**config.mk**
```make
export PLATFORM = sky130hd
export DESIGN_NAME = frame_buf_scanout_flat
export DESIGN_NICKNAME = d
export VERILOG_FILES = /design/src/rtl/frame_buf_scanout_pkg.sv /design/src/rtl/frame_buf_scanout_if.sv /design/src/rtl/frame_buf_scanout_skid_fifo.sv /design/src/rtl/frame_buf_scanout.sv /design/src/flat_wrapper.sv
export SDC_FILE = /design/constraint.sdc
export NUM_CORES = 1
export LEC_CHECK = 0
export CAP_MARGIN = 30
export CORE_MARGIN = 3
export CORE_UTILIZATION = 52
export CTS_CLUSTER_SIZE = 16
export DETAILED_ROUTE_END_ITERATION = 12
export PLACE_DENSITY = 0.87
export SYNTH_ARGS = -nofsm -noshare
export SYNTH_HDL_FRONTEND = slang
export SYNTH_SLANG_ARGS = --single-unit
```
**constraint.sdc**
```tcl
create_clock -name clk -period 3 [get_ports clk]
set_input_delay 0.45 -clock clk [delete_from_list [all_inputs] [get_ports clk]]
set_output_delay 0.45 -clock clk [all_outputs]
set_load 0.1 [all_outputs]
```
**src/rtl/frame_buf_scanout_pkg.sv**
```systemverilog
// Shared definitions for the frame-buffer scan-out path: FSM states and pixel tag layout.
// Also used by the upstream write path for the common tag width.
package frame_buf_scanout_pkg;

    typedef enum logic [1:0] {
        IDLE  = 2'd0,
        RUN   = 2'd1,
        DRAIN = 2'd2,
        DONE  = 2'd3
    } fb_state_t;

    localparam int unsigned TAG_WIDTH = 2;

    typedef struct packed {
        logic sof;
        logic eol;
    } px_tag_t;

endpackage

```
**src/rtl/frame_buf_scanout_if.sv**
```systemverilog
// Memory read port plus outgoing pixel stream of the scan-out controller.
interface frame_buf_scanout_if #(
    parameter int unsigned DATA_WIDTH = 16,
    parameter int unsigned ADDR_WIDTH = 3
);
    logic                  mem_rd_en;
    logic [ADDR_WIDTH-1:0] mem_rd_addr;
    logic [DATA_WIDTH-1:0] mem_rd_data;
    logic [DATA_WIDTH-1:0] px_data;
    logic                  px_valid;
    logic                  px_ready;
    logic                  px_sof;
    logic                  px_eol;

    modport master (
        output mem_rd_en, mem_rd_addr, px_data, px_valid, px_sof, px_eol,
        input  mem_rd_data, px_ready
    );

    modport slave (
        input  mem_rd_en, mem_rd_addr, px_data, px_valid, px_sof, px_eol,
        output mem_rd_data, px_ready
    );
endinterface

```
**src/rtl/frame_buf_scanout_skid_fifo.sv**
```systemverilog
// Two-entry FIFO holding returned memory words (data + tags) in front of the pixel sink.
module fb_skid_fifo #(
    parameter int unsigned WIDTH = 18
) (
    input  logic             clk,
    input  logic             reset,
    input  logic             push,
    input  logic [WIDTH-1:0] push_data,
    input  logic             pop,
    output logic [WIDTH-1:0] pop_data,
    output logic             full,
    output logic             empty
);
    logic [WIDTH-1:0] mem [2];
    logic             wr_ptr;
    logic             rd_ptr;
    logic [1:0]       count;

    always_ff @(posedge clk) begin
        if (!reset) begin
            mem[0] <= '0;
            mem[1] <= '0;
            wr_ptr <= 1'b0;
            rd_ptr <= 1'b0;
            count  <= '0;
        end else begin
            if (push) begin
                mem[wr_ptr] <= push_data;
                wr_ptr      <= ~wr_ptr;
            end
            if (pop) begin
                rd_ptr <= ~rd_ptr;
            end
            count <= count + {1'b0, push} - {1'b0, pop};
        end
    end

    assign pop_data = mem[rd_ptr];
    assign full     = (count == 2'd2);
    assign empty    = (count == 2'd0);

    no_overflow: assert property (@(posedge clk) disable iff (!reset) !(push && full && !pop));
    no_underflow: assert property (@(posedge clk) disable iff (!reset) !(pop && empty));

endmodule

```
**src/rtl/frame_buf_scanout.sv**
```systemverilog
// Walks the frame-buffer read port over one frame and turns the registered read data
// into a back-pressured pixel stream tagged with start-of-frame / end-of-line.
module frame_buf_scanout
    import frame_buf_scanout_pkg::*;
#(
    parameter int unsigned DATA_WIDTH = 16,
    parameter int unsigned ADDR_WIDTH = 3,
    parameter int unsigned H_ACTIVE   = 4,
    parameter int unsigned V_ACTIVE   = 2,
    parameter int unsigned BASE_ADDR  = 0
) (
    input  logic                clk,
    input  logic                reset,
    input  logic                start,
    output logic                busy,
    output logic                frame_done,
    frame_buf_scanout_if.master bus
);
    localparam logic [ADDR_WIDTH-1:0] BASE   = ADDR_WIDTH'(BASE_ADDR);
    localparam logic [ADDR_WIDTH-1:0] H_LAST = ADDR_WIDTH'(H_ACTIVE - 1);
    localparam logic [ADDR_WIDTH-1:0] V_LAST = ADDR_WIDTH'(V_ACTIVE - 1);

    fb_state_t state, state_nxt;

    logic [ADDR_WIDTH-1:0]           addr, col, line;
    logic                            in_flight;
    px_tag_t                         tag_q, head_tag;
    logic                            issue, pop, last_issue, last_pop;
    logic                            fifo_full, fifo_empty;
    logic [1:0]                      occupancy, pending;
    logic [DATA_WIDTH+TAG_WIDTH-1:0] push_word, head;

    assign occupancy  = fifo_full ? 2'd2 : (fifo_empty ? 2'd0 : 2'd1);
    assign pop        = !fifo_empty && bus.px_ready;
    // A word leaving this cycle frees its slot now, which keeps issue going at 1 px/clk.
    assign pending    = occupancy + {1'b0, in_flight} - {1'b0, pop};
    assign last_issue = (col == H_LAST) && (line == V_LAST);
    assign last_pop   = pop && (occupancy == 2'd1) && !in_flight;

    always_ff @(posedge clk) begin
        if (!reset) begin
            state <= IDLE;
        end else begin
            state <= state_nxt;
        end
    end

    always_comb begin
        state_nxt = state;
        issue     = 1'b0;
        case (state)
            IDLE: begin
                if (start) begin
                    state_nxt = RUN;
                end
            end
            RUN: begin
                issue = (pending < 2'd2);
                if (issue && last_issue) begin
                    state_nxt = DRAIN;
                end
            end
            DRAIN: begin
                if (last_pop) begin
                    state_nxt = DONE;
                end
            end
            DONE: begin
                state_nxt = IDLE;
            end
            default: begin
                state_nxt = IDLE;
            end
        endcase
    end

    always_ff @(posedge clk) begin
        if (!reset || state == DONE) begin
            addr <= BASE;
            col  <= '0;
            line <= '0;
        end else if (issue) begin
            addr <= addr + 1'b1;
            if (col == H_LAST) begin
                col  <= '0;
                line <= (line == V_LAST) ? '0 : line + 1'b1;
            end else begin
                col <= col + 1'b1;
            end
        end
    end

    always_ff @(posedge clk) begin
        if (!reset) begin
            in_flight <= 1'b0;
            tag_q     <= '0;
        end else begin
            in_flight <= issue;
            if (issue) begin
                tag_q.sof <= (col == '0) && (line == '0);
                tag_q.eol <= (col == H_LAST);
            end
        end
    end

    assign push_word = {tag_q, bus.mem_rd_data};

    fb_skid_fifo #(
        .WIDTH(DATA_WIDTH + TAG_WIDTH)
    ) u_fifo (
        .clk       (clk),
        .reset     (reset),
        .push      (in_flight),
        .push_data (push_word),
        .pop       (pop),
        .pop_data  (head),
        .full      (fifo_full),
        .empty     (fifo_empty)
    );

    assign head_tag        = head[DATA_WIDTH +: TAG_WIDTH];
    assign bus.mem_rd_en   = issue;
    assign bus.mem_rd_addr = addr;
    assign bus.px_valid    = !fifo_empty;
    assign bus.px_data     = fifo_empty ? '0 : head[DATA_WIDTH-1:0];
    assign bus.px_sof      = !fifo_empty && head_tag.sof;
    assign bus.px_eol      = !fifo_empty && head_tag.eol;
    assign busy            = (state != IDLE);
    assign frame_done      = (state == DONE);

endmodule

```
**src/flat_wrapper.sv**
```systemverilog
// flat-port wrapper written by rule: the top's interface ports become plain ports
module frame_buf_scanout_flat import frame_buf_scanout_pkg::*;
#(
    parameter int unsigned DATA_WIDTH = 16,
    parameter int unsigned ADDR_WIDTH = 3,
    parameter int unsigned H_ACTIVE   = 4,
    parameter int unsigned V_ACTIVE   = 2,
    parameter int unsigned BASE_ADDR  = 0
)
  (clk, reset, start, busy, frame_done, bus_mem_rd_en, bus_mem_rd_addr, bus_px_data, bus_px_valid, bus_px_sof, bus_px_eol, bus_mem_rd_data, bus_px_ready);
  frame_buf_scanout_if #(.DATA_WIDTH(DATA_WIDTH), .ADDR_WIDTH(ADDR_WIDTH)) bus_i ();
  input  logic clk;
  input  logic reset;
  input  logic start;
  output logic busy;
  output logic frame_done;
  output wire logic [$bits(bus_i.mem_rd_en)-1:0] bus_mem_rd_en;
  output wire logic [$bits(bus_i.mem_rd_addr)-1:0] bus_mem_rd_addr;
  output wire logic [$bits(bus_i.px_data)-1:0] bus_px_data;
  output wire logic [$bits(bus_i.px_valid)-1:0] bus_px_valid;
  output wire logic [$bits(bus_i.px_sof)-1:0] bus_px_sof;
  output wire logic [$bits(bus_i.px_eol)-1:0] bus_px_eol;
  input wire logic [$bits(bus_i.mem_rd_data)-1:0] bus_mem_rd_data;
  input wire logic [$bits(bus_i.px_ready)-1:0] bus_px_ready;
  assign bus_mem_rd_en = bus_i.mem_rd_en;
  assign bus_mem_rd_addr = bus_i.mem_rd_addr;
  assign bus_px_data = bus_i.px_data;
  assign bus_px_valid = bus_i.px_valid;
  assign bus_px_sof = bus_i.px_sof;
  assign bus_px_eol = bus_i.px_eol;
  assign bus_i.mem_rd_data = bus_mem_rd_data;
  assign bus_i.px_ready = bus_px_ready;
  frame_buf_scanout #(.DATA_WIDTH(DATA_WIDTH), .ADDR_WIDTH(ADDR_WIDTH), .H_ACTIVE(H_ACTIVE), .V_ACTIVE(V_ACTIVE), .BASE_ADDR(BASE_ADDR)) u_core (.clk(clk), .reset(reset), .start(start), .busy(busy), .frame_done(frame_done), .bus(bus_i));
endmodule
```
==> results.json, run 1 <==
{
  "outcome": "complete, no violations",
  "routed_wl_um": 4610,
  "detail_route.wl_per_cell_um": 13.6,
  "grt_pass1_wl_um": 7400,
  "drv_slew": 0,
  "utilization_pct": 69.0,
  "hold_viol": 0,
  "core_area_um2": 4530,
  "path_class": "input pin to output port",
  "p_leak_uw": 0.00122,
  "fin_crit_ns": 2.53,
  "cts_tree": "yes",
  "crit_required_ns": 2.55,
  "initial_utilization_pct": 56.4,
  "post_cts_buffers": 0,
  "p_comb_share_pct": 47.7,
  "cp_top_family": "buffers and inverters",
  "final_cells": 339,
  "cp_slowest_stage_delay_ns": 0.48,
  "hold_class": "flop to flop",
  "fin_tns_setup_ns": 0,
  "clk_latency_ns": 0.31,
  "first_pass_iters": 4,
  "clock_sinks": 55,
  "min-delay-start": "u_core.col[2]",
  "cp_max_fo": 7,
  "slew_headroom_pct": 35.4,
  "top_usage_layer": "met2",
  "route.detailed.drc": 0,
  "clk_pin_slew_ns": 0.09,
  "ir_worst_vdd_v": 0.000602,
  "dr_total_vias": 1684,
  "grt_use_met3_pct": 4.26,
  "ys_seq_area_share_pct": 57.1,
  "dp.cells": 331,
  "worstPathArrival_ns": 2.08,
  "gr-total-overflow": 0,
  "p_int_uw": 1460,
  "seq_area_um2": 1460,
  "rows": 24,
  "drive_above_1_share_pct": 15.0,
  "power_frac_seq_pct": 36.9,
  "avgViaCountPerCell": 4.97,
  "crit_buf_inv": 3,
  "globalRouteMet1Util_pct": 17.1,
  "synth_edf_count": 36,
  "cp-startpoint": "bus_px_ready",
  "synth_cell_types": 30,
  "start_kind": "input pin",
  "synthFlopType": "edfxtp_1",
  "fp.dieW_um": 76.1,
  "grt_pass1_vias": 1661,
  "rsz0062_at_grt": "no",
  "maxCapViolations": 0,
  "multi_input_area_um2": 1030,
  "antenna_found_initial": 0,
  "post-dp-hpwl_um": 3310,
  "cts_buffer_depth": 2,
  "rr_startpoint": "u_core.col[0]",
  "setup-violations-final": 0,
  "ctsResizeCount": 0,
  "cts_buffers": 5,
  "fp.dieH_um": 76.1,
  "max_freq_mhz": 395,
  "holdBufCountCts": 0,
  "netlist_area_um2": 2560,
  "async_flop_share_pct": 0,
  "design_area_um2": 3130,
  "portBuffers": 44,
  "path_cells": "clkdlybuf4s50_1 -> nor2b_1 -> o21ai_4 -> nand3_1 -> clkinv_1 -> buf_12",
  "io_pins": 45,
  "dieArea_um2": 5800,
  "grt_usage_pct": 15.9,
  "h-tree-depth": 2,
  "synth-seq-cells": 55,
  "p_sw_share_pct": 46.5,
  "drt-initial-drc-count": 61,
  "grt_max_degree": 20,
  "yosys_warnings": 0,
  "worstMarginPinSlew_ns": 0.968,
  "area_growth_pct": 22.3,
  "grt.met2_usage_pct": 30.2,
  "switching_power_uw": 1260,
  "place.gp.congestion": 0.813,
  "antenna_cells": 0,
  "power_density_nw_per_um2": 869,
  "crit_slowest_cell": "clkdlybuf4s50_1",
  "fin_nets": 302,
  "final.period_utilization_pct": 84.4,
  "synth_nets": 255,
  "syn_inst": 226,
  "end_kind": "output port",
  "syn_avg_cell_area_um2": 11.3,
  "detail-route-antenna-nets": 0,
  "cts_root_buf": "clkbuf_8",
  "fin_skew_ns": 0.00992,
  "dpl_cell_area_um2": 3030,
  "fill_cells": 356,
  "p_clk_share_pct": 15.3,
  "whs_ns": 0.451
}
final timing paths:
kind | end | slack [ns] | cells past startpoint
min reg2reg | u_core.col[2] | 0.45 | 2
max reg2reg | u_core.state[1] | 1.13 | 6
min | u_core.col[2] | 0.45 | 2
max | bus_mem_rd_en | 0.47 | 6
kinds of logic (layout without fill, tap and decap cells):
family,count (synthesis),count (layout),share of synthesized area [%]
AND/OR/NAND/NOR,100,100,21.3
flip-flops,55,55,57.1
multiplexers,20,20,7.83
buffers and inverters,19,67,2.89
AO/OA/AOI/OAI,16,16,4.06
adder cells (fa/ha/maj),9,9,4.40
XOR/XNOR,7,7,2.40
power groups by stage:
stage                     combinational, µW  clock [µW]  sequential (µW)
after floorplan                         979           0             1060
after global placement                 1290           0             1020
after detailed placement               1310           0             1020
after CTS                              1310         428             1010
after global routing                   1370         454             1020
final                                  1300         417             1000
synth_stat cells, types with 2 or more instances:
cell	n	area [µm²]
and2_1	42	263
edfxtp_1	36	1080
nor2_1	26	97.6
mux2i_1	20	200
dfxtp_1	19	380
nand2_1	14	52.6
ha_1	9	113
inv_1	9	33.8
a21oi_1	7	35.0
clkbuf_1	6	22.5
xnor2_1	5	43.8
nand2b_1	4	25.0
o21ai_0	4	20.0
nand3_1	3	15.0
a21boi_0	2	15.0
buf_2	2	10.0
nand4_1	2	12.5
nor2b_1	2	12.5
or3_1	2	12.5
xor2_1	2	17.5
routing by layer:
layer  vias to the layer above  part of all wire [%]  routed length (µm)
met3                         5                   4.1                 190
met4                         0                   1.2                  53
met2                        29                    52                2410
met5                         -                     0                   0
met1                       797                    42                1950
li1                        853                     -                   -
worst min-delay path, stage by stage (launching register included):
cell	delay, ns
dfxtp_1	0.33
inv_1	0.05
a211oi_1	0.03
layout make-up:
class | count | share of cell area (%)
flip-flops and latches | 55 | 46.7
multi-input cells | 152 | 32.8
repair buffers | 49 | 13.7
clock buffers | 6 | 2.64
well taps | 65 | 2.60
inverters | 10 | 1.20
clock inverters | 2 | 0.360
through the flow:
stage / power [µW] / setup WS (ns)
after detailed placement: 2330 / 0.471
after global routing: 2840 / 0.363
after global placement: 2310 / 0.575
after floorplan: 2040 / 0.392
after CTS: 2740 / 0.463
final: 2720 / 0.469
registers in the layout, indices dropped and copies added, names as in the netlist, named ones only:
name and cells:
u_core.u_fifo.rd_ptr 1, u_core.u_fifo.count 2, u_core.u_fifo.wr_ptr 1, u_core.push_word 2, u_core.state 2, u_core.col 3
u_core.u_fifo.mem 36, u_core.in_flight 1, u_core.bus.mem_rd_addr 3, u_core.line 3
layout by cell type (no fill, tap or decap), types with 3 or more instances in the layout:
cell type,synthesis,final
nand2_1,14,14
mux2i_1,20,20
edfxtp_1,36,36
nand2b_1,4,4
buf_4,0,29
dfxtp_1,19,19
a21oi_1,7,7
ha_1,9,9
clkdlybuf4s50_1,0,19
nor2_1,26,26
inv_1,9,9
xnor2_1,5,5
nand3_1,3,3
clkbuf_8,0,6
o21ai_0,4,3
and2_1,42,42
(Power assumes the default switching activity.)
==> inputs of run 2 (changes only) <==
--- a/config.mk
+++ b/config.mk
@@ -7,10 +7,10 @@
 export LEC_CHECK = 0
 export CAP_MARGIN = 30
 export CORE_MARGIN = 3
-export CORE_UTILIZATION = 52
+export CORE_UTILIZATION = 47
 export CTS_CLUSTER_SIZE = 16
 export DETAILED_ROUTE_END_ITERATION = 12
-export PLACE_DENSITY = 0.87
+export PLACE_DENSITY = 0.83
 export SYNTH_ARGS = -nofsm -noshare
 export SYNTH_HDL_FRONTEND = slang
 export SYNTH_SLANG_ARGS = --single-unit
==> constraint.sdc (replaced) <==
create_clock -name clk -period 2.15 [get_ports clk]
set_input_delay 0.3225 -clock clk [delete_from_list [all_inputs] [get_ports clk]]
set_output_delay 0.3225 -clock clk [all_outputs]
set_load 0.1 [all_outputs]
==> run 2 against run 1 <==
Compared with the run above: count of clock-buffer cells in the layout is the same; critical path depth shrank 1; clock power grew 47%; sequential share of layout area shrank 4.2 points; clock skew shrank 0.0012 ns; via count shrank 0.59%; sequential cell count is the same; core utilization shrank 2.5 points; largest power group unchanged.
==> results.json, run 2 (synthesized netlist as in run 1, its figures left out) <==
{
  "maxCapViolations": 0,
  "design_area_um2": 3440,
  "cts_buffer_depth": 2,
  "cp_max_fo": 7,
  "rsz0062_at_grt": "no",
  "end_kind": "output port",
  "power_frac_seq_pct": 33.3,
  "top_usage_layer": "met2",
  "holdBufCountCts": 0,
  "worstHoldPathCells": 2,
  "min-delay-start": "u_core.col[1]",
  "post-dp-hpwl_um": 3600,
  "largest_register_ffs": 36,
  "clk_latency_ns": 0.31,
  "ir_worst_vdd_v": 0.00104,
  "power_density_nw_per_um2": 1220,
  "globalRouteMet1Util_pct": 18.7,
  "path_class": "flop to output port",
  "detail-route-antenna-nets": 0,
  "p_comb_share_pct": 52.1,
  "drt-initial-drc-count": 67,
  "dpl_cell_area_um2": 3330,
  "p_clk_share_pct": 14.6,
  "route.detailed.drc": 0,
  "cp-startpoint": "u_core.u_fifo.count[1]",
  "drv_slew": 0,
  "p_sw_share_pct": 45.1,
  "cts_buffers": 5,
  "detail_route.wl_per_cell_um": 14.6,
  "initial_utilization_pct": 49.4,
  "grt_max_degree": 20,
  "p_int_uw": 2290,
  "fin_ws_ns": 0.125,
  "crit_required_ns": 1.83,
  "start_kind": "flop",
  "routed_wl_um": 5030,
  "grt_use_met3_pct": 3.84,
  "final.period_utilization_pct": 94.2,
  "avgViaCountPerCell": 4.85,
  "portBuffers": 44,
  "dr_total_vias": 1674,
  "fp.dieH_um": 79.8,
  "reg2reg_to": "u_core.state[1]",
  "final_cell_mix": "42 x and2_1, 36 x edfxtp_1, 21 x buf_12",
  "gr-total-overflow": 0,
  "slew_headroom_pct": 34.2,
  "place.gp.congestion": 0.778,
  "fp.dieW_um": 79.8,
  "fin_nets": 303,
  "worstPathArrival_ns": 1.70,
  "area_growth_pct": 34.4,
  "grt_usage_pct": 16.7,
  "min_to": "u_core.col[1]",
  "antenna_found_initial": 0,
  "first_pass_iters": 6,
  "r2r_cells": 6,
  "post_cts_buffers": 0,
  "io_pins": 45,
  "pre_cts_ws_ns": -0.0849,
  "rows": 26,
  "grt_pass1_vias": 1693,
  "clock_sinks": 55,
  "cts_root_buf": "clkbuf_8",
  "fin_skew_ns": 0.00876,
  "regMostFlops": "u_core.u_fifo.mem",
  "core_area_um2": 5170,
  "setup-violations-final": 0,
  "grt.met2_usage_pct": 30.2,
  "hold_class": "flop to flop",
  "fin_crit_ns": 2.03,
  "r2r_slack_ns": 0.29,
  "cts_tree": "yes",
  "finalPower_uw": 4180,
  "dieArea_um2": 6360,
  "max_freq_mhz": 494,
  "worstMarginPinSlew_ns": 0.983,
  "hold_viol": 0,
  "outcome": "complete, no violations",
  "rr_startpoint": "u_core.col[0]",
  "grt_pass1_wl_um": 8070,
  "p_leak_uw": 0.00129,
  "h-tree-depth": 2,
  "final_common_cell": "and2_1",
  "switching_power_uw": 1890,
  "drive_above_1_share_pct": 20.7,
  "clk_pin_slew_ns": 0.10,
  "whs_ns": 0.477,
  "antenna_cells": 0
}
## run 2: cell count changes in the layout (fill, tap and decap cells not counted), sizes merged
cell,delta
buf,+1
## run 2: power by group through the flow
stage	sequential (µW)	combinational, µW	clock, µW
4_1_cts	1400	2200	622
3_3_place_gp	1400	2140	0
5_1_grt	1410	2280	665
3_5_place_dp	1420	2190	0
6_report	1390	2180	612
2_1_floorplan	1470	1410	0
## run 2: worst max path at each step
| stage | end | slack [ns] |
|---|---|---|
| after floorplan | bus_px_data[10] | -0.03 |
| after global placement | u_core.u_fifo.count[1] | -0.0005 |
| after detailed placement | u_core.u_fifo.count[1] | -0.08 |
| after CTS | bus_mem_rd_en | 0.04 |
| after global routing | bus_mem_rd_en | 0.01 |
| final | bus_mem_rd_en | 0.12 |
## run 2: cell type report
| cell class | instances | area, µm² |
|---|---|---|
| Clock buffer | 6 | 82.6 |
| Clock inverter | 2 | 16.3 |
| Fill cell | 386 | 1730 |
| Inverter | 10 | 38.8 |
| Multi-Input combinational cell | 152 | 1070 |
| Sequential cell | 55 | 1460 |
| Tap cell | 70 | 87.6 |
| Timing Repair Buffer | 50 | 686 |
## run 2: per-layer routing
layer | up-vias | wire [µm]
li1 | 854 | -
met2 | 31 | 2700
met3 | 8 | 198
met4 | 0 | 78
met5 | - | 0
met1 | 781 | 2050
## run 2: critical path, stage by stage, from the launching register on
cell and delay [ns]:
dfxtp_1 0.42, nor2b_2 0.26, nand2b_1 0.18, nand3_2 0.17, clkinv_2 0.15, buf_12 0.20
## run 2: what timing repair did
action	4_1_cts	5_1_grt
pin swaps	0	0
setup endpoints to repair	21	1
gates resized for setup	1	1
## run 2: per-stage QoR
stage | cells | setup TNS [ns] | utilization [%]
finish | 345 | 0 | 66.5
global route | 345 | 0 | 66.5
CTS | 345 | 0 | 66.4
floorplan | 226 | -0.188 | -
detailed placement | 337 | -0.137 | 64.4
global placement | 337 | -0.000474 | 64.4
